<file path="config.mk">
export PLATFORM = sky130hd
export DESIGN_NAME = mnist_nn_seq_flat
export DESIGN_NICKNAME = d
export VERILOG_FILES = /design/src/rtl/mnist_nn_pkg.sv /design/src/rtl/mnist_nn_seq_if.sv /design/src/rtl/nn_load_ctr.sv /design/src/rtl/mnist_nn_seq.sv /design/src/flat_wrapper.sv
export SDC_FILE = /design/constraint.sdc
export NUM_CORES = 1
export LEC_CHECK = 0
export CORE_ASPECT_RATIO = 0.75
export CORE_MARGIN = 10
export CORE_UTILIZATION = 40
export CTS_BUF_LIST = sky130_fd_sc_hd__clkbuf_16
export CTS_CLUSTER_SIZE = 40
export DETAILED_ROUTE_END_ITERATION = 12
export PLACE_DENSITY = 0.68
export SLEW_MARGIN = 30
export SYNTH_ARGS = -nofsm -noshare
export SYNTH_HDL_FRONTEND = slang
export SYNTH_SLANG_ARGS = --single-unit
</file>
<file path="constraint.sdc">
create_clock -name clk -period 5.5 [get_ports clk]
set_input_delay 0.55 -clock clk [delete_from_list [all_inputs] [get_ports clk]]
set_output_delay 0.55 -clock clk [all_outputs]
set_load 0.01 [all_outputs]
</file>
<file path="src/rtl/mnist_nn_pkg.sv">
// Shared definitions for the MNIST run sequencer: FSM state encoding and default widths.
package mnist_nn_pkg;

  localparam int DEF_W_ADDR_LEN = 20;
  localparam int DEF_X_ADDR_LEN = 10;
  localparam int DEF_DATA_LEN   = 1;
  localparam int DEF_SEL_LEN    = 2;
  localparam int DEF_CYC_LEN    = 24;

  typedef enum logic [2:0] {
    ST_IDLE,
    ST_LOAD_W,
    ST_LOAD_X,
    ST_COMPUTE,
    ST_DONE
  } seq_state_e;

  function automatic int max_len(input int a, input int b);
    return (a > b) ? a : b;
  endfunction

endpackage

</file>
<file path="src/rtl/mnist_nn_seq_if.sv">
// Bundles the load stream, the compute-module memory requests and the shared memory port.
interface mnist_nn_seq_if
  import mnist_nn_pkg::*;
#(
  parameter int W_ADDR_LEN = DEF_W_ADDR_LEN,
  parameter int X_ADDR_LEN = DEF_X_ADDR_LEN,
  parameter int DATA_LEN   = DEF_DATA_LEN,
  parameter int SEL_LEN    = DEF_SEL_LEN
) ();

  logic                  s_valid;
  logic [DATA_LEN-1:0]   s_data;
  logic                  s_ready;

  logic                  cm_en;
  logic                  cm_finish;
  logic                  cm_w_wq;
  logic                  cm_x_wq;
  logic [W_ADDR_LEN-1:0] cm_w_addr;
  logic [X_ADDR_LEN-1:0] cm_x_addr;
  logic [SEL_LEN-1:0]    cm_w_sel;
  logic [SEL_LEN-1:0]    cm_x_sel;
  logic [DATA_LEN-1:0]   cm_wx_write;

  logic                  mem_we_w;
  logic                  mem_we_x;
  logic [W_ADDR_LEN-1:0] mem_addr_w;
  logic [X_ADDR_LEN-1:0] mem_addr_x;
  logic [SEL_LEN-1:0]    mem_sel_w;
  logic [SEL_LEN-1:0]    mem_sel_x;
  logic [DATA_LEN-1:0]   mem_data_in;

  // The sequencer is the slave of the stream and compute side, and the owner of the memory port.
  modport slave (
    input  s_valid, s_data, cm_finish,
    input  cm_w_wq, cm_x_wq, cm_w_addr, cm_x_addr, cm_w_sel, cm_x_sel, cm_wx_write,
    output s_ready, cm_en,
    output mem_we_w, mem_we_x, mem_addr_w, mem_addr_x, mem_sel_w, mem_sel_x, mem_data_in
  );

  modport master (
    output s_valid, s_data, cm_finish,
    output cm_w_wq, cm_x_wq, cm_w_addr, cm_x_addr, cm_w_sel, cm_x_sel, cm_wx_write,
    input  s_ready, cm_en,
    input  mem_we_w, mem_we_x, mem_addr_w, mem_addr_x, mem_sel_w, mem_sel_x, mem_data_in
  );

endinterface

</file>
<file path="src/rtl/nn_load_ctr.sv">
// Load address counter: clears on request, steps once per accepted beat and flags the
// final beat of the currently selected length.
module nn_load_ctr #(
  parameter int WIDTH = 20
) (
  input  logic             clk,
  input  logic             rst,
  input  logic             clr,
  input  logic             inc,
  input  logic [WIDTH-1:0] len,
  output logic [WIDTH-1:0] count,
  output logic             last
);

  logic [WIDTH-1:0] count_reg;
  logic [WIDTH-1:0] count_next;

  // Clear wins over increment so the terminal beat wraps the counter back to zero.
  always_comb begin
    count_next = count_reg;
    if (clr) begin
      count_next = '0;
    end else if (inc) begin
      count_next = count_reg + WIDTH'(1);
    end
  end

  always_ff @(posedge clk) begin
    if (rst) begin
      count_reg <= '0;
    end else begin
      count_reg <= count_next;
    end
  end

  assign count = count_reg;
  assign last  = (count_reg == (len - WIDTH'(1)));

endmodule

</file>
<file path="src/rtl/mnist_nn_seq.sv">
// Run sequencer: streams W then X bits into memory with internal addressing, then hands the
// memory port to the compute module and measures how long it runs.
module mnist_nn_seq
  import mnist_nn_pkg::*;
#(
  parameter int W_ADDR_LEN = DEF_W_ADDR_LEN,
  parameter int X_ADDR_LEN = DEF_X_ADDR_LEN,
  parameter int SEL_LEN    = DEF_SEL_LEN,
  parameter int CYC_LEN    = DEF_CYC_LEN
) (
  input  logic                  clk,
  input  logic                  rst,
  input  logic                  start,
  input  logic [W_ADDR_LEN-1:0] w_len,
  input  logic [X_ADDR_LEN-1:0] x_len,
  input  logic [SEL_LEN-1:0]    w_sel_cfg,
  input  logic [SEL_LEN-1:0]    x_sel_cfg,
  mnist_nn_seq_if.slave         bus,
  output logic                  busy,
  output logic                  done,
  output logic [CYC_LEN-1:0]    compute_cycles
);

  localparam int CTR_LEN = max_len(W_ADDR_LEN, X_ADDR_LEN);

  seq_state_e            state_reg;
  seq_state_e            state_next;
  logic [W_ADDR_LEN-1:0] w_len_reg;
  logic [X_ADDR_LEN-1:0] x_len_reg;
  logic [SEL_LEN-1:0]    w_sel_reg;
  logic [SEL_LEN-1:0]    x_sel_reg;
  logic [CYC_LEN-1:0]    cyc_reg;

  logic                  start_ok;
  logic                  loading;
  logic                  beat;
  logic [CTR_LEN-1:0]    ctr_len;
  logic [CTR_LEN-1:0]    ctr;
  logic                  ctr_last;
  logic                  ctr_clr;

  assign start_ok = (state_reg == ST_IDLE) && start;
  assign loading  = (state_reg == ST_LOAD_W) || (state_reg == ST_LOAD_X);
  assign beat     = loading && bus.s_valid;
  assign ctr_len  = (state_reg == ST_LOAD_X) ? CTR_LEN'(x_len_reg) : CTR_LEN'(w_len_reg);
  assign ctr_clr  = start_ok || (beat && ctr_last);

  nn_load_ctr #(
    .WIDTH (CTR_LEN)
  ) u_load_ctr (
    .clk   (clk),
    .rst   (rst),
    .clr   (ctr_clr),
    .inc   (beat),
    .len   (ctr_len),
    .count (ctr),
    .last  (ctr_last)
  );

  always_comb begin
    state_next = state_reg;
    case (state_reg)
      ST_IDLE: begin
        if (start) begin
          if (w_len != '0) begin
            state_next = ST_LOAD_W;
          end else if (x_len != '0) begin
            state_next = ST_LOAD_X;
          end else begin
            state_next = ST_COMPUTE;
          end
        end
      end
      ST_LOAD_W: begin
        if (beat && ctr_last) begin
          state_next = (x_len_reg != '0) ? ST_LOAD_X : ST_COMPUTE;
        end
      end
      ST_LOAD_X: begin
        if (beat && ctr_last) begin
          state_next = ST_COMPUTE;
        end
      end
      ST_COMPUTE: begin
        if (bus.cm_finish) begin
          state_next = ST_DONE;
        end
      end
      ST_DONE: state_next = ST_IDLE;
      default: state_next = ST_IDLE;
    endcase
  end

  always_ff @(posedge clk) begin
    if (rst) begin
      state_reg <= ST_IDLE;
      w_len_reg <= '0;
      x_len_reg <= '0;
      w_sel_reg <= '0;
      x_sel_reg <= '0;
      cyc_reg   <= '0;
    end else begin
      state_reg <= state_next;
      if (start_ok) begin
        w_len_reg <= w_len;
        x_len_reg <= x_len;
        w_sel_reg <= w_sel_cfg;
        x_sel_reg <= x_sel_cfg;
        cyc_reg   <= '0;
      end else if ((state_reg == ST_COMPUTE) && (cyc_reg != {CYC_LEN{1'b1}})) begin
        cyc_reg <= cyc_reg + CYC_LEN'(1);
      end
    end
  end

  assign bus.s_ready    = loading;
  assign bus.cm_en      = (state_reg == ST_COMPUTE);
  assign busy           = (state_reg != ST_IDLE);
  assign done           = (state_reg == ST_DONE);
  assign compute_cycles = cyc_reg;

  // Memory port mux: the loader owns it only on an accepted beat; during COMPUTE the compute
  // module's write request, address, select and write data pass straight through.
  always_comb begin
    bus.mem_we_w    = 1'b0;
    bus.mem_we_x    = 1'b0;
    bus.mem_addr_w  = '0;
    bus.mem_addr_x  = '0;
    bus.mem_sel_w   = '0;
    bus.mem_sel_x   = '0;
    bus.mem_data_in = '0;
    case (state_reg)
      ST_LOAD_W: begin
        if (beat) begin
          bus.mem_we_w    = 1'b1;
          bus.mem_addr_w  = ctr[W_ADDR_LEN-1:0];
          bus.mem_sel_w   = w_sel_reg;
          bus.mem_data_in = bus.s_data;
        end
      end
      ST_LOAD_X: begin
        if (beat) begin
          bus.mem_we_x    = 1'b1;
          bus.mem_addr_x  = ctr[X_ADDR_LEN-1:0];
          bus.mem_sel_x   = x_sel_reg;
          bus.mem_data_in = bus.s_data;
        end
      end
      ST_COMPUTE: begin
        bus.mem_we_w    = bus.cm_w_wq;
        bus.mem_we_x    = bus.cm_x_wq;
        bus.mem_addr_w  = bus.cm_w_addr;
        bus.mem_addr_x  = bus.cm_x_addr;
        bus.mem_sel_w   = bus.cm_w_sel;
        bus.mem_sel_x   = bus.cm_x_sel;
        bus.mem_data_in = bus.cm_wx_write;
      end
      default: ;
    endcase
  end

endmodule

</file>
<file path="src/flat_wrapper.sv">
// flat-port wrapper written by rule: the top's interface ports become plain ports
module mnist_nn_seq_flat import mnist_nn_pkg::*;
#(
  parameter int W_ADDR_LEN = DEF_W_ADDR_LEN,
  parameter int X_ADDR_LEN = DEF_X_ADDR_LEN,
  parameter int SEL_LEN    = DEF_SEL_LEN,
  parameter int CYC_LEN    = DEF_CYC_LEN
)
  (clk, rst, start, w_len, x_len, w_sel_cfg, x_sel_cfg, busy, done, compute_cycles, bus_s_valid, bus_s_data, bus_cm_finish, bus_cm_w_wq, bus_cm_x_wq, bus_cm_w_addr, bus_cm_x_addr, bus_cm_w_sel, bus_cm_x_sel, bus_cm_wx_write, bus_s_ready, bus_cm_en, bus_mem_we_w, bus_mem_we_x, bus_mem_addr_w, bus_mem_addr_x, bus_mem_sel_w, bus_mem_sel_x, bus_mem_data_in);
  mnist_nn_seq_if #(.W_ADDR_LEN(W_ADDR_LEN), .X_ADDR_LEN(X_ADDR_LEN), .SEL_LEN(SEL_LEN)) bus_i ();
  input  logic clk;
  input  logic rst;
  input  logic start;
  input  logic [W_ADDR_LEN-1:0] w_len;
  input  logic [X_ADDR_LEN-1:0] x_len;
  input  logic [SEL_LEN-1:0] w_sel_cfg;
  input  logic [SEL_LEN-1:0] x_sel_cfg;
  output logic busy;
  output logic done;
  output logic [CYC_LEN-1:0] compute_cycles;
  input wire logic [$bits(bus_i.s_valid)-1:0] bus_s_valid;
  input wire logic [$bits(bus_i.s_data)-1:0] bus_s_data;
  input wire logic [$bits(bus_i.cm_finish)-1:0] bus_cm_finish;
  input wire logic [$bits(bus_i.cm_w_wq)-1:0] bus_cm_w_wq;
  input wire logic [$bits(bus_i.cm_x_wq)-1:0] bus_cm_x_wq;
  input wire logic [$bits(bus_i.cm_w_addr)-1:0] bus_cm_w_addr;
  input wire logic [$bits(bus_i.cm_x_addr)-1:0] bus_cm_x_addr;
  input wire logic [$bits(bus_i.cm_w_sel)-1:0] bus_cm_w_sel;
  input wire logic [$bits(bus_i.cm_x_sel)-1:0] bus_cm_x_sel;
  input wire logic [$bits(bus_i.cm_wx_write)-1:0] bus_cm_wx_write;
  output wire logic [$bits(bus_i.s_ready)-1:0] bus_s_ready;
  output wire logic [$bits(bus_i.cm_en)-1:0] bus_cm_en;
  output wire logic [$bits(bus_i.mem_we_w)-1:0] bus_mem_we_w;
  output wire logic [$bits(bus_i.mem_we_x)-1:0] bus_mem_we_x;
  output wire logic [$bits(bus_i.mem_addr_w)-1:0] bus_mem_addr_w;
  output wire logic [$bits(bus_i.mem_addr_x)-1:0] bus_mem_addr_x;
  output wire logic [$bits(bus_i.mem_sel_w)-1:0] bus_mem_sel_w;
  output wire logic [$bits(bus_i.mem_sel_x)-1:0] bus_mem_sel_x;
  output wire logic [$bits(bus_i.mem_data_in)-1:0] bus_mem_data_in;
  assign bus_i.s_valid = bus_s_valid;
  assign bus_i.s_data = bus_s_data;
  assign bus_i.cm_finish = bus_cm_finish;
  assign bus_i.cm_w_wq = bus_cm_w_wq;
  assign bus_i.cm_x_wq = bus_cm_x_wq;
  assign bus_i.cm_w_addr = bus_cm_w_addr;
  assign bus_i.cm_x_addr = bus_cm_x_addr;
  assign bus_i.cm_w_sel = bus_cm_w_sel;
  assign bus_i.cm_x_sel = bus_cm_x_sel;
  assign bus_i.cm_wx_write = bus_cm_wx_write;
  assign bus_s_ready = bus_i.s_ready;
  assign bus_cm_en = bus_i.cm_en;
  assign bus_mem_we_w = bus_i.mem_we_w;
  assign bus_mem_we_x = bus_i.mem_we_x;
  assign bus_mem_addr_w = bus_i.mem_addr_w;
  assign bus_mem_addr_x = bus_i.mem_addr_x;
  assign bus_mem_sel_w = bus_i.mem_sel_w;
  assign bus_mem_sel_x = bus_i.mem_sel_x;
  assign bus_mem_data_in = bus_i.mem_data_in;
  mnist_nn_seq #(.W_ADDR_LEN(W_ADDR_LEN), .X_ADDR_LEN(X_ADDR_LEN), .SEL_LEN(SEL_LEN), .CYC_LEN(CYC_LEN)) u_core (.clk(clk), .rst(rst), .start(start), .w_len(w_len), .x_len(x_len), .w_sel_cfg(w_sel_cfg), .x_sel_cfg(x_sel_cfg), .bus(bus_i), .busy(busy), .done(done), .compute_cycles(compute_cycles));
endmodule
</file>
==> results.md, run 1 <==
Status:
- The flow ran to the end, and the final reports show no timing, DRC or antenna violations.

Synthesis:
- The cell taking the most area after synthesis is sky130_fd_sc_hd__dfxtp_1.
- The commonest cells after synthesis are sky130_fd_sc_hd__nand2_1, sky130_fd_sc_hd__nor2_1, sky130_fd_sc_hd__dfxtp_1, sky130_fd_sc_hd__a21oi_1, sky130_fd_sc_hd__clkbuf_1.
- By instance count, the leading cell after synthesis is sky130_fd_sc_hd__nand2_1.
- The number of enable flip-flop cells after synthesis is 0.
- The number of warnings reported in the yosys synthesis log is 0.
- Synthesis produced a netlist with a net count of 775.
- The synthesized design contains 81 register bits.
- The area of the mapped netlist is 5140 sq um.
- The share of the Yosys chip area taken by registers is 0.315.
- The share of the synthesized area in the top cell type is 0.315.
- In the synthesized netlist the dominant register cell turns out to be sky130_fd_sc_hd__dfxtp_1.
- After synthesis, the cell types taking the most area are sky130_fd_sc_hd__dfxtp_1, sky130_fd_sc_hd__nand2_1, sky130_fd_sc_hd__nor2_1.
- After technology mapping, the gate count stands at 695.
- The async set-reset flop share out of synthesis is 0.
- The number of distinct standard cells referenced by the synthesized netlist is 63.
- In this run the mean area of a mapped cell was roughly 7.4 sq um.

Setup path:
- The library cell contributing the largest single delay on the critical path is sky130_fd_sc_hd__nor3b_2.
- In this run the worst path has a maximum fanout of 21.
- The critical path launch point type is a register.
- The number of cells on the critical path is 12.
- The critical path arrival is 4780 ps.
- The startpoint-to-endpoint class of the critical path is reg2reg.
- The data required time at the worst endpoint is around 5700 ps.
- The delay of the slowest critical-path stage is 810 ps.
- Among cell families on the critical path, the largest total delay comes from simple AND/OR/NAND/NOR gates.
- The worst setup path is captured at a register.
- The number of buffers and inverters on the critical path is 0.
- Walking the worst path, the cells encountered are nor3b_2 -> mux2i_1 -> ha_1 -> or3b_1 -> or4b_4 -> a22oi_4 -> a221oi_1 -> a21o_1 -> a2111oi_2 -> and4_4 -> or2_4 -> nor2_1.
- For the worst flop-to-flop path, the logic depth is 12.

CTS:
- The clock sink total is ~80.
- The hold buffer count at CTS is 0.
- The clock tree from TritonCTS is built.
- CTS built an H-tree with a depth of 3.
- The number of gates resized after CTS was 0.
- The TritonCTS buffer count is 9.
- The maximum buffer depth of the clock tree is 2.
- Clock latency on the worst-skew pair, taken at its later pin, is approximately 340 ps.
- The clock input transition at the sequential cells of the worst setup and hold paths is 60 ps.
- The number of setup buffers added after CTS is 0.
- The root buffer cell is sky130_fd_sc_hd__clkbuf_16.

Drt:
- After detailed routing, the average wire length per cell comes to 17.5 microns.
- For this run, design rule violations remaining after detail routing come to 0.
- The remaining number of nets flagged by the antenna check after routing is 0.
- In the routed layout, each cell is associated on average with a via count of 5.52.
- In this run, the number of DRC markers left after iteration 0 of detailed routing was 367.
- Before antenna repair, the detailed router went through 5 iterations.
- The detailed router placed 5350 vias in this run.
- Wires add up to 17.0 mm.

STA:
- Clock skew on the completed layout was measured at 5.58 ps.
- The final number of hold-violating endpoints is 0.
- Measured against its own limit, the worst slew margin works out to 0.349.
- The final max-slew violation count was 0.
- The setup TNS is 0 ps.
- Setup violations remaining at the end of the flow were counted as 0.
- The part of the cycle the worst path needs is 0.829.
- Setup slack closes at 941 ps.
- Based on the critical path, the design can be clocked at up to 219 MHz.
- Setup repair after global routing left no endpoint under its margin.
- The clock period minus final worst setup slack is 4560 ps.
- For the pin with the worst max-slew slack, the measured transition is around 970 ps.

Global route:
- The pin count of the biggest net entering global routing is 39.
- Global routing finished with a remaining overflow of 0.
- Across every metal layer, demand over resource in global routing totals 0.182.
- The met3 track utilization from global routing is 0.0610.
- In the global route stage, met2 resource usage came out at 0.279.
- The number of global-route vias before repair was 5106.
- For this run, global-route usage on met1 was measured as 0.236.
- The initial antenna violation count is 0.
- The global-route wire length before repair is around 27 mm.
- In this run the most used layer during global routing was met2.

Final layout:
- The register with the most flip-flops in the layout has 24 of them.
- The final-stage net count is 879.
- The cell area after layout is 6850 sq um.
- 0 antenna diodes ended up in the layout.
- Of the cells placed in the final design, the portion with a size suffix greater than 1 is 0.0473.
- The layout overhead on the synthesized area is 33.1%.
- The final core area utilization is 0.551.

Job:
- The number of max-cap violations is 0.

Power:
- For this design the ratio of total power to cell area is 227 nW/um^2.
- Summed over all cells, the static leakage comes to 2.38 nW.
- The peak supply drop is 0.151 mV.
- The total power after layout is 1.55 mW.

Hold path:
- The worst hold path was traced through 2 stages.
- The min-delay analysis places its worst path in the category reg2reg.

Floorplan:
- 142 I/O pins were placed.
- The starting utilization of the core area is 0.414.
- The die extent in x is 151 microns.
- The die span in y is 118 microns.
- Row generation in the floorplan step produced 35 rows.
- In this run the standard cell core region covers 12400 sq um.
- The floorplan die area is 17800 sq um.

Place:
- Once detailed placement completed, the half-perimeter wirelength came to about 13 mm.
- The quantity of I/O buffers inserted on ports is about 140.
- The final weighted congestion in routability-driven placement is 0.976.
- OpenSTA, run right after detailed placement, puts the worst setup slack at 990 ps.
- The area after detailed placement is 6570 sq um.
==> per-layer routing <==
layer / up-vias / share of wire
li1: 2640 / -
met1: 2486 / 0.45
met2: 195 / 0.45
met3: 29 / 0.091
met4: 0 / 0.018
met5: - / 0
==> kinds of logic (layout without fill, tap and decap cells) <==
family,Yosys count,after routing,synth area share
buf+inv,57,166,0.0479
xor+xnor,59,59,0.100
simple gates,339,339,0.310
flops,81,81,0.315
compound gates,144,144,0.196
mux,12,12,0.0234
fa+ha+maj,3,3,0.00730
==> through the flow <==
step / hold WS, ps / std cells
after floorplan: 436 / 695
after global placement: 452 / 954
after detailed placement: 457 / 954
after CTS: 466 / 970
after global routing: 493 / 970
final: 465 / 970
==> cell usage in the layout (no fill, tap or decap), types with 7 or more instances in the layout <==
cell type | netlist | layout
sky130_fd_sc_hd__a21oi_1 | 59 | 59
sky130_fd_sc_hd__a22o_1 | 23 | 23
sky130_fd_sc_hd__and2_1 | 8 | 7
sky130_fd_sc_hd__and3_1 | 9 | 9
sky130_fd_sc_hd__clkbuf_16 | 0 | 9
sky130_fd_sc_hd__clkdlybuf4s50_1 | 0 | 141
sky130_fd_sc_hd__dfxtp_1 | 81 | 81
sky130_fd_sc_hd__mux2i_1 | 12 | 12
sky130_fd_sc_hd__nand2_1 | 129 | 128
sky130_fd_sc_hd__nand3_1 | 21 | 21
sky130_fd_sc_hd__nand4_1 | 17 | 17
sky130_fd_sc_hd__nor2_1 | 90 | 90
sky130_fd_sc_hd__nor2b_1 | 8 | 8
sky130_fd_sc_hd__nor3_1 | 13 | 13
sky130_fd_sc_hd__nor4_1 | 10 | 10
sky130_fd_sc_hd__o21ai_0 | 14 | 14
sky130_fd_sc_hd__xnor2_1 | 27 | 27
sky130_fd_sc_hd__xor2_1 | 32 | 32
==> final timing paths <==
| kind | slack [ps] | start | endpoint |
|---|---|---|---|
| worst max register to register | 940 | u_core.state_reg[0] | u_core.u_load_ctr.count[14] |
| worst min register to register | 470 | u_core.x_sel_reg[0] | u_core.x_sel_reg[0] |
| worst max-delay path | 940 | u_core.state_reg[0] | u_core.u_load_ctr.count[14] |
| worst min-delay path | 470 | u_core.x_sel_reg[0] | u_core.x_sel_reg[0] |
==> where the power goes <==
part           switching [mW]  total, mW  internal (mW)
combinational           0.197      0.367          0.170
sequential             0.0337      0.640          0.606
clock                   0.245      0.546          0.301
==> layout make-up <==
class | count | area, sq um
clock buffers | 9 | 225
inverters | 5 | 18.8
fillers | 1198 | 5590
clock inverters | 7 | 40.0
repair buffers | 145 | 1440
multi-input cells | 557 | 3290
flip-flops and latches | 81 | 1620
well taps | 166 | 208
==> worst register-to-register path: cells and delay by family (launching register included) <==
kind / cells / cell delay, ps
compound gates: 4 / 790
fa+ha+maj: 1 / 280
flops: 1 / 520
mux: 1 / 370
simple gates: 6 / 2470
Note: power is estimated with default switching activity, not from simulation.
==> run 2, diff against run 1 <==
- PLACE_DENSITY: 0.68 -> 0.71
- clock period: 5.5 -> 3.7 ns (I/O delays scaled with it)
==> run 2 against run 1 <==
Compared with the run above: global-route usage rose by 0.17 points; flip-flop and latch count did not move; register-to-register slack got worse by 850 ps; highest routed layer unchanged; first-iteration DRC count rose by 18%; critical endpoint is now u_core.state_reg[2]; sequential share of layout area fell by 0.66 points.
==> results.md, run 2 (synthesis gave the netlist of run 1 again) <==
Drt:
- In the final routed layout, each cell accounts on average for ~17 microns.
- For this run, design rule violations remaining after detail routing come to 0.
- The number of design-rule violations left by the first detailed-router iteration is 434.
- The pre-antenna-repair detailed-routing pass consisted of 5 iterations.
- After detailed routing, the total wire length is 17.1 mm.
- The remaining number of nets flagged by the antenna check after routing is 0.
- After detailed routing, the number of vias per cell comes to 5.59.
- The total via count in the routed design is 5507.

STA:
- The final max-slew violation count was 0.
- The final number of hold-violating endpoints was 0.
- Derived from the worst setup path, the maximum achievable clock frequency is 277 MHz.
- For the finished layout, the period the worst path requires is 3610 ps.
- The final setup violation count is 0.
- For the final database, setup skew stands at 10.8 ps.
- The transition time of the tightest slew-check pin is between 700 and 800 ps.
- The tightest hold path in the finished design has a slack of 469 ps.
- In this run the tightest slew margin relative to its limit is 0.500.
- Dividing the final minimum period by the clock period gives 0.974.

Floorplan:
- For this design the top-level I/O count stands at roughly 140.
- The die span in y is about 120 microns.
- The floorplan has 35 rows.
- The floorplan core area is 12400 sq um.
- The starting utilization of the core area is 0.414.
- The floorplan step defined a die boundary enclosing 17800 sq um.
- Measured along the x axis, the die boundary spans 151 microns.

Final layout:
- The layout cell share with drive strength beyond 1 is 0.0707.
- The net count of the finished layout is around 900.
- The cell area after layout is 7040 sq um.
- Leaving out fill and tap cells, the most frequent cells in the layout are sky130_fd_sc_hd__clkdlybuf4s50_1, sky130_fd_sc_hd__nand2_1, sky130_fd_sc_hd__nor2_1, sky130_fd_sc_hd__dfxtp_1, sky130_fd_sc_hd__a21oi_1.
- The library cell used most frequently in the layout, excluding fill and tap cells, is sky130_fd_sc_hd__clkdlybuf4s50_1.
- The flip-flop count of the largest register, all copies and words added is 24.
- The area growth from synthesis to layout is 36.9%.
- Counting the fill cells in the layout gives 1151.
- In the final layout, flip-flops and latches occupy ~1600 sq um.
- The total area of multi-input combinational cells is 3310 sq um.
- The repair_antennas step left the layout with diodes totalling 0.
- The final core area utilization is 0.566.

CTS:
- The clock sink total is between 80 and 90.
- TritonCTS built the clock tree.
- The root buffer cell is sky130_fd_sc_hd__clkbuf_16.
- The longest clock path from root to sink contains 2 buffers.
- The TritonCTS buffer count is 9.
- The clock input transition at the sequential cells of the worst setup and hold paths is 70 ps.
- CTS built an H-tree with a depth of 3.
- The clock latency on the worst-skew pair is 350 ps.

Global route:
- The number of global-route vias before repair is 5176.
- The first global-routing pass estimated 27.0 mm of wire.
- The pin count of the biggest net entering global routing is 39.
- The initial antenna violation count is 0.
- The global-route total usage across every layer is 0.183.
- Global routing finished with a remaining overflow of 0.

Setup path:
- Along the worst path, the maximum fanout reaches 5.
- The setup path with the least slack is of type reg2reg.
- The endpoint identified for the worst register-to-register timing path is u_core.state_reg[2].
- For the worst flop-to-flop path, the logic depth is 13.
- STA puts the critical path data required time at 3970 ps.
- The endpoint kind of the worst setup timing path is a register.
- The delay of the slowest critical-path stage is between 500 and 600 ps.
- Walking the worst path, the cells encountered are nor3b_4 -> buf_4 -> mux2i_1 -> ha_2 -> or3b_4 -> or4b_4 -> a22oi_4 -> a221oi_1 -> a21o_1 -> a2111oi_2 -> and4_4 -> a2111o_1 -> nor3b_2.
- The critical path arrival is around 3900 ps.
- The critical path launch point type is a register.
- The startpoint of the worst register-to-register path is u_core.state_reg[1].
- The worst setup slack for register-to-register paths is between 90 and 100 ps.
- Among all stages on the critical path, the largest delay is contributed by sky130_fd_sc_hd__or4b_4.

Power:
- The share of total power dissipated in the clock network is 0.395.
- The analysis attributes to cell leakage a power of 2.48 nW.
- The share of total power dissipated in sequential elements is 0.376.
- The switching share of power is 0.294.
- Internal power comes to 1.78 mW.
- The share of total power dissipated in combinational logic is 0.229.
- The peak supply drop is around 0.22 mV.
- Power spread over the standard cell area amounts to 358 nW/um^2.
- The switching power is between 700 and 800 uW.

Job:
- Across the run, the number of max-cap violations was 0.

Hold path:
- The worst hold path terminates at u_core.x_sel_reg[1].
- The min-delay analysis places its worst path in the category reg2reg.
- The number of cells traversed by the worst hold path is 2.
- The hold path startpoint is u_core.x_sel_reg[1].

Place:
- Summing all placed instances gives a cell area of 6670 sq um.
- During placement, the flow inserted port buffers numbering approximately 140.
- The placed wire-length estimate is 13.1 mm.
- The final weighted congestion in routability-driven placement is between 0.9 and 1.

Status:
- The flow ran to the end, and the final reports show no timing, DRC or antenna violations.
## run 2: worst max-delay path: cells and delay by family (launching register included)
| family | cells | cell delay, ps |
|---|---|---|
| mux | 1 | 190 |
| simple gates | 5 | 1670 |
| buf+inv | 1 | 170 |
| fa+ha+maj | 1 | 210 |
| flops | 1 | 340 |
| compound gates | 5 | 950 |
## run 2: how the worst max path moves through the flow
stage,startpoint,endpoint,slack (ps),cells past startpoint
2_1_floorplan,u_core.state_reg[1],u_core.u_load_ctr.count[16],30,17
3_3_place_gp,u_core.state_reg[2],u_core.u_load_ctr.count[10],160,12
3_5_place_dp,u_core.state_reg[1],u_core.u_load_ctr.count[10],10,12
4_1_cts,u_core.state_reg[2],u_core.u_load_ctr.count[10],40,12
5_1_grt,u_core.state_reg[1],u_core.state_reg[2],-7,13
6_report,u_core.state_reg[1],u_core.state_reg[2],90,13
## run 2: timing repair
action                     in CTS  in global routing
setup endpoints to repair       8                 24
hold buffers                    0                  0
pin swaps                       0                  2
gates resized for setup         1                  3
cloned                          0                  1
setup buffers                   0                  2
## run 2: layout make-up
cell class              instances  area share
well taps                     166      0.0295
multi-input cells             558       0.470
clock buffers                   9      0.0320
inverters                       5     0.00266
repair buffers                160       0.221
flip-flops and latches         81       0.230
clock inverters                 7      0.0151
## run 2: per-layer routing
layer	track usage	part of all wire	vias up
li1	-	-	2680
met3	0.0499	0.083	15
met4	0.0378	0.0093	0
met2	0.274	0.44	233
met1	0.256	0.47	2579
met5	0	0	-
## run 2: metrics by stage
stage	power (mW)	setup WS (ps)	std cells	setup TNS, ps
after floorplan	1.31	26.6	695	0
after global placement	1.52	158	967	0
after detailed placement	1.52	10.5	967	0
after CTS	2.52	38.4	983	0
after global routing	2.63	-7.03	986	-7.03
final	2.52	94.9	986	0
## run 2: power by group through the flow
stage | clock [mW] | combinational, mW | sequential (mW)
after global placement | 0 | 0.555 | 0.963
final | 0.996 | 0.576 | 0.946
after floorplan | 0 | 0.372 | 0.941
after detailed placement | 0 | 0.558 | 0.963
after CTS | 1.01 | 0.564 | 0.944
after global routing | 1.05 | 0.629 | 0.950
==> run 3, diff against run 2 <==
- GPL_ROUTABILITY_DRIVEN: default -> 0
==> run 3 against run 2 <==
Compared with the run above: first-iteration DRC count grew 25%; die area unchanged; wire length shrank 0.25%; clock skew shrank 2.5 ps; critical path depth decreased by 1; maximum frequency grew 1.7%; largest cell class unchanged; highest routed layer unchanged.
==> results.md, run 3 (synthesis gave the netlist of run 1 again) <==
Status:
- The flow ran to the end, and the final reports show no timing, DRC or antenna violations.

Setup path:
- The delay of the slowest critical-path stage is around 500 ps.
- The data required time at the worst endpoint is 3970 ps.
- The endpoint of the lowest-slack register-to-register path is u_core.state_reg[2].
- The library cell contributing the largest single delay on the critical path is sky130_fd_sc_hd__or4b_4.
- The worst setup slack for register-to-register paths is 160 ps.
- The startpoint of the worst register-to-register path is u_core.state_reg[1].
- The most critical setup path has its endpoint at u_core.state_reg[2].
- The critical path goes through nor3b_4 -> mux2i_2 -> ha_2 -> or3b_4 -> or4b_4 -> a22oi_4 -> a221oi_1 -> a21o_1 -> a2111oi_2 -> and4_4 -> a2111o_1 -> nor3b_2.
- The worst setup path is launched from a register.
- The worst setup path is captured at a register.
- The launch point of the critical path is u_core.state_reg[1].
- For the worst setup path, the data arrival time is 3820 ps.
- The depth of the worst register-to-register path is 12.
- The startpoint-to-endpoint class of the critical path is reg2reg.
- The largest fanout of any net on the critical path is 5.

Global route:
- The global-route total usage across every layer is 0.182.
- The number of global-route vias before repair is 5225.
- After global routing the overflow that remains totals 0.
- The initial antenna violation count came to 0.
- The first global-routing pass estimated 26.9 mm of wire.
- Entering global routing, the biggest net connects 39 pins.

Power:
- Across the VDD grid, the largest voltage drop is 0.237 mV.
- The switching share of power is 0.296.
- The part of the total power dissipated in the clock network is 0.366.
- The switching power is 711 uW.
- The cell-internal power is 1.69 mW.
- The share of total power dissipated in combinational logic is 0.240.
- The analysis attributes to cell leakage a power of between 2 and 2.5 nW.
- The power share of the sequential group is 0.394.
- The total power after layout is 2.40 mW.
- The power density normalized to cell area is 344 nW/um^2.

CTS:
- The maximum buffer depth of the clock tree is 2.
- The root buffer cell is sky130_fd_sc_hd__clkbuf_16.
- Counting the buffers created by CTS gives 9.
- Clock-pin slew was measured on the worst setup and hold paths at around 60 ps.
- The clock latency on the worst-skew pair is 340 ps.
- TritonCTS built the clock tree.
- In this run the number of H-tree levels came out at 3.
- Clock tree synthesis found a total of 81 sinks.

Final layout:
- In the layout the commonest cells are sky130_fd_sc_hd__clkdlybuf4s50_1, sky130_fd_sc_hd__nand2_1, sky130_fd_sc_hd__nor2_1, sky130_fd_sc_hd__dfxtp_1, sky130_fd_sc_hd__a21oi_1.
- 0 antenna diodes ended up in the layout.
- The flip-flop count of the largest register, all copies and words added is 24.
- Of the cells placed in the final design, the portion with a size suffix greater than 1 is 0.0672.
- Excluding fillers, the count of instances in the completed layout stands at between 900 and 1000.
- The most common library cell in the layout ignoring fill and taps is sky130_fd_sc_hd__clkdlybuf4s50_1.
- From synthesis to final layout, the design area changed by 36.0%.
- The final-stage net count is 894.

STA:
- Derived from the worst setup path, the maximum achievable clock frequency is 282 MHz.
- Dividing the final minimum period by the clock period gives 0.958.
- The final max-slew violation count is 0.
- The minimum setup slack in the final design is between 150 and 200 ps.
- The final clock skew is 8.33 ps.
- The clock period minus final worst setup slack is around 3500 ps.
- The final setup violation count is 0.
- Headroom to the max-slew limit came out at 0.485.
- The final number of hold-violating endpoints came to 0.
- The transition time of the tightest slew-check pin is 765 ps.

Drt:
- The detailed router placed 5495 vias in this run.
- After detailed routing, the number of remaining DRC violations is 0.
- The number of iterations in the first detailed-routing pass is 5.
- In this run the remaining antenna-violating nets after routing total 0.
- The sum of routed wire length over all layers is 17.0 mm.
- The wire length per cell after detailed routing is 17.3 microns.
- The number of design-rule violations left by the first detailed-router iteration is around 540.
- Dividing the detail-routed via count by the number of cells gives 5.58.

Floorplan:
- The top-level I/O count is 142.
- The floorplan core area is 12400 sq um.
- The floorplan step set the die width to about 150 microns.
- The initial utilization of the core area, before any placement, comes to 0.414.
- The floorplan die area is 17800 sq um.
- The die span in y is 118 microns.
- Row generation in the floorplan step produced 35 rows.

Job:
- Across the run, the number of max-cap violations was 0.

Place:
- Once detailed placement completed, the half-perimeter wirelength came to approximately 13 mm.
- Including well taps, the total number of placed cells is 965.
- The setup slack at placement is 36.3 ps.
- During placement, the flow inserted port buffers numbering 141.

Hold path:
- The type of the worst min-delay path is reg2reg.
-- run 3: cell types whose count changed in the layout (fill, tap and decap cells not counted), sizes merged --
| cell | before | now |
|---|---|---|
| clkinvlp | 0 | 2 |
| inv | 8 | 6 |
| buf | 19 | 18 |
| bufinv | 2 | 1 |
| clkinv | 2 | 3 |
-- run 3: power by group through the flow --
stage               sequential [mW]  combinational, mW  clock, mW
finish                        0.947              0.577      0.881
detailed placement            0.963              0.554          0
global placement              0.961              0.547          0
CTS                           0.944              0.560      0.891
floorplan                     0.941              0.372          0
global route                  0.951              0.630      0.923
-- run 3: routing by layer --
metal / vias to the layer above / GRT usage / wire length (microns)
li1: 2673 / - / -
met1: 2537 / 0.249 / 7770
met2: 257 / 0.277 / 7400
met3: 28 / 0.0507 / 1620
met4: 0 / 0.0420 / 235
met5: - / 0 / 0
-- run 3: layout make-up --
type / instances / area [sq um]
inverter: 5 / 18.8
clock buffer: 9 / 225
sequential: 81 / 1620
timing repair buffer: 159 / 1550
tap: 166 / 208
clock inverter: 7 / 70.1
multi-input combinational: 558 / 3310
fill: 1119 / 5440
-- run 3: timing repair --
item                       CTS  global route
hold buffers                 0             0
buffers inserted             0             3
gates resized for setup      0             4
setup endpoints to repair    0            23
-- run 3: worst min path at each step --
| stage | cells after the start | startpoint | endpoint | slack, ps |
|---|---|---|---|---|
| after floorplan | 2 | u_core.w_sel_reg[0] | u_core.w_sel_reg[0] | 440 |
| after global placement | 2 | u_core.x_sel_reg[0] | u_core.x_sel_reg[0] | 450 |
| after detailed placement | 2 | u_core.x_sel_reg[0] | u_core.x_sel_reg[0] | 450 |
| after CTS | 2 | u_core.x_sel_reg[0] | u_core.x_sel_reg[0] | 460 |
| after global routing | 2 | u_core.w_sel_reg[1] | u_core.w_sel_reg[1] | 490 |
| final | 2 | u_core.w_sel_reg[1] | u_core.w_sel_reg[1] | 470 |
-- run 3: stage by stage --
stage / setup TNS, ps / area (sq um) / hold slack, ps / util
2_1_floorplan: 0 / 5160 / 436 / -
3_3_place_gp: 0 / 6660 / 445 / 0.535
3_5_place_dp: 0 / 6660 / 454 / 0.535
4_1_cts: 0 / 6950 / 461 / 0.559
5_1_grt: -1.25 / 7000 / 490 / 0.563
6_report: 0 / 7000 / 466 / 0.563
-- run 3: worst max-delay path: cells and delay by family (launching register included) --
kind,cells,cell delay (ps)
muxes,1,280
AOI/OAI and AO/OA,5,930
adders and majority gates,1,240
and+or+nand+nor,5,1680
DFF,1,340
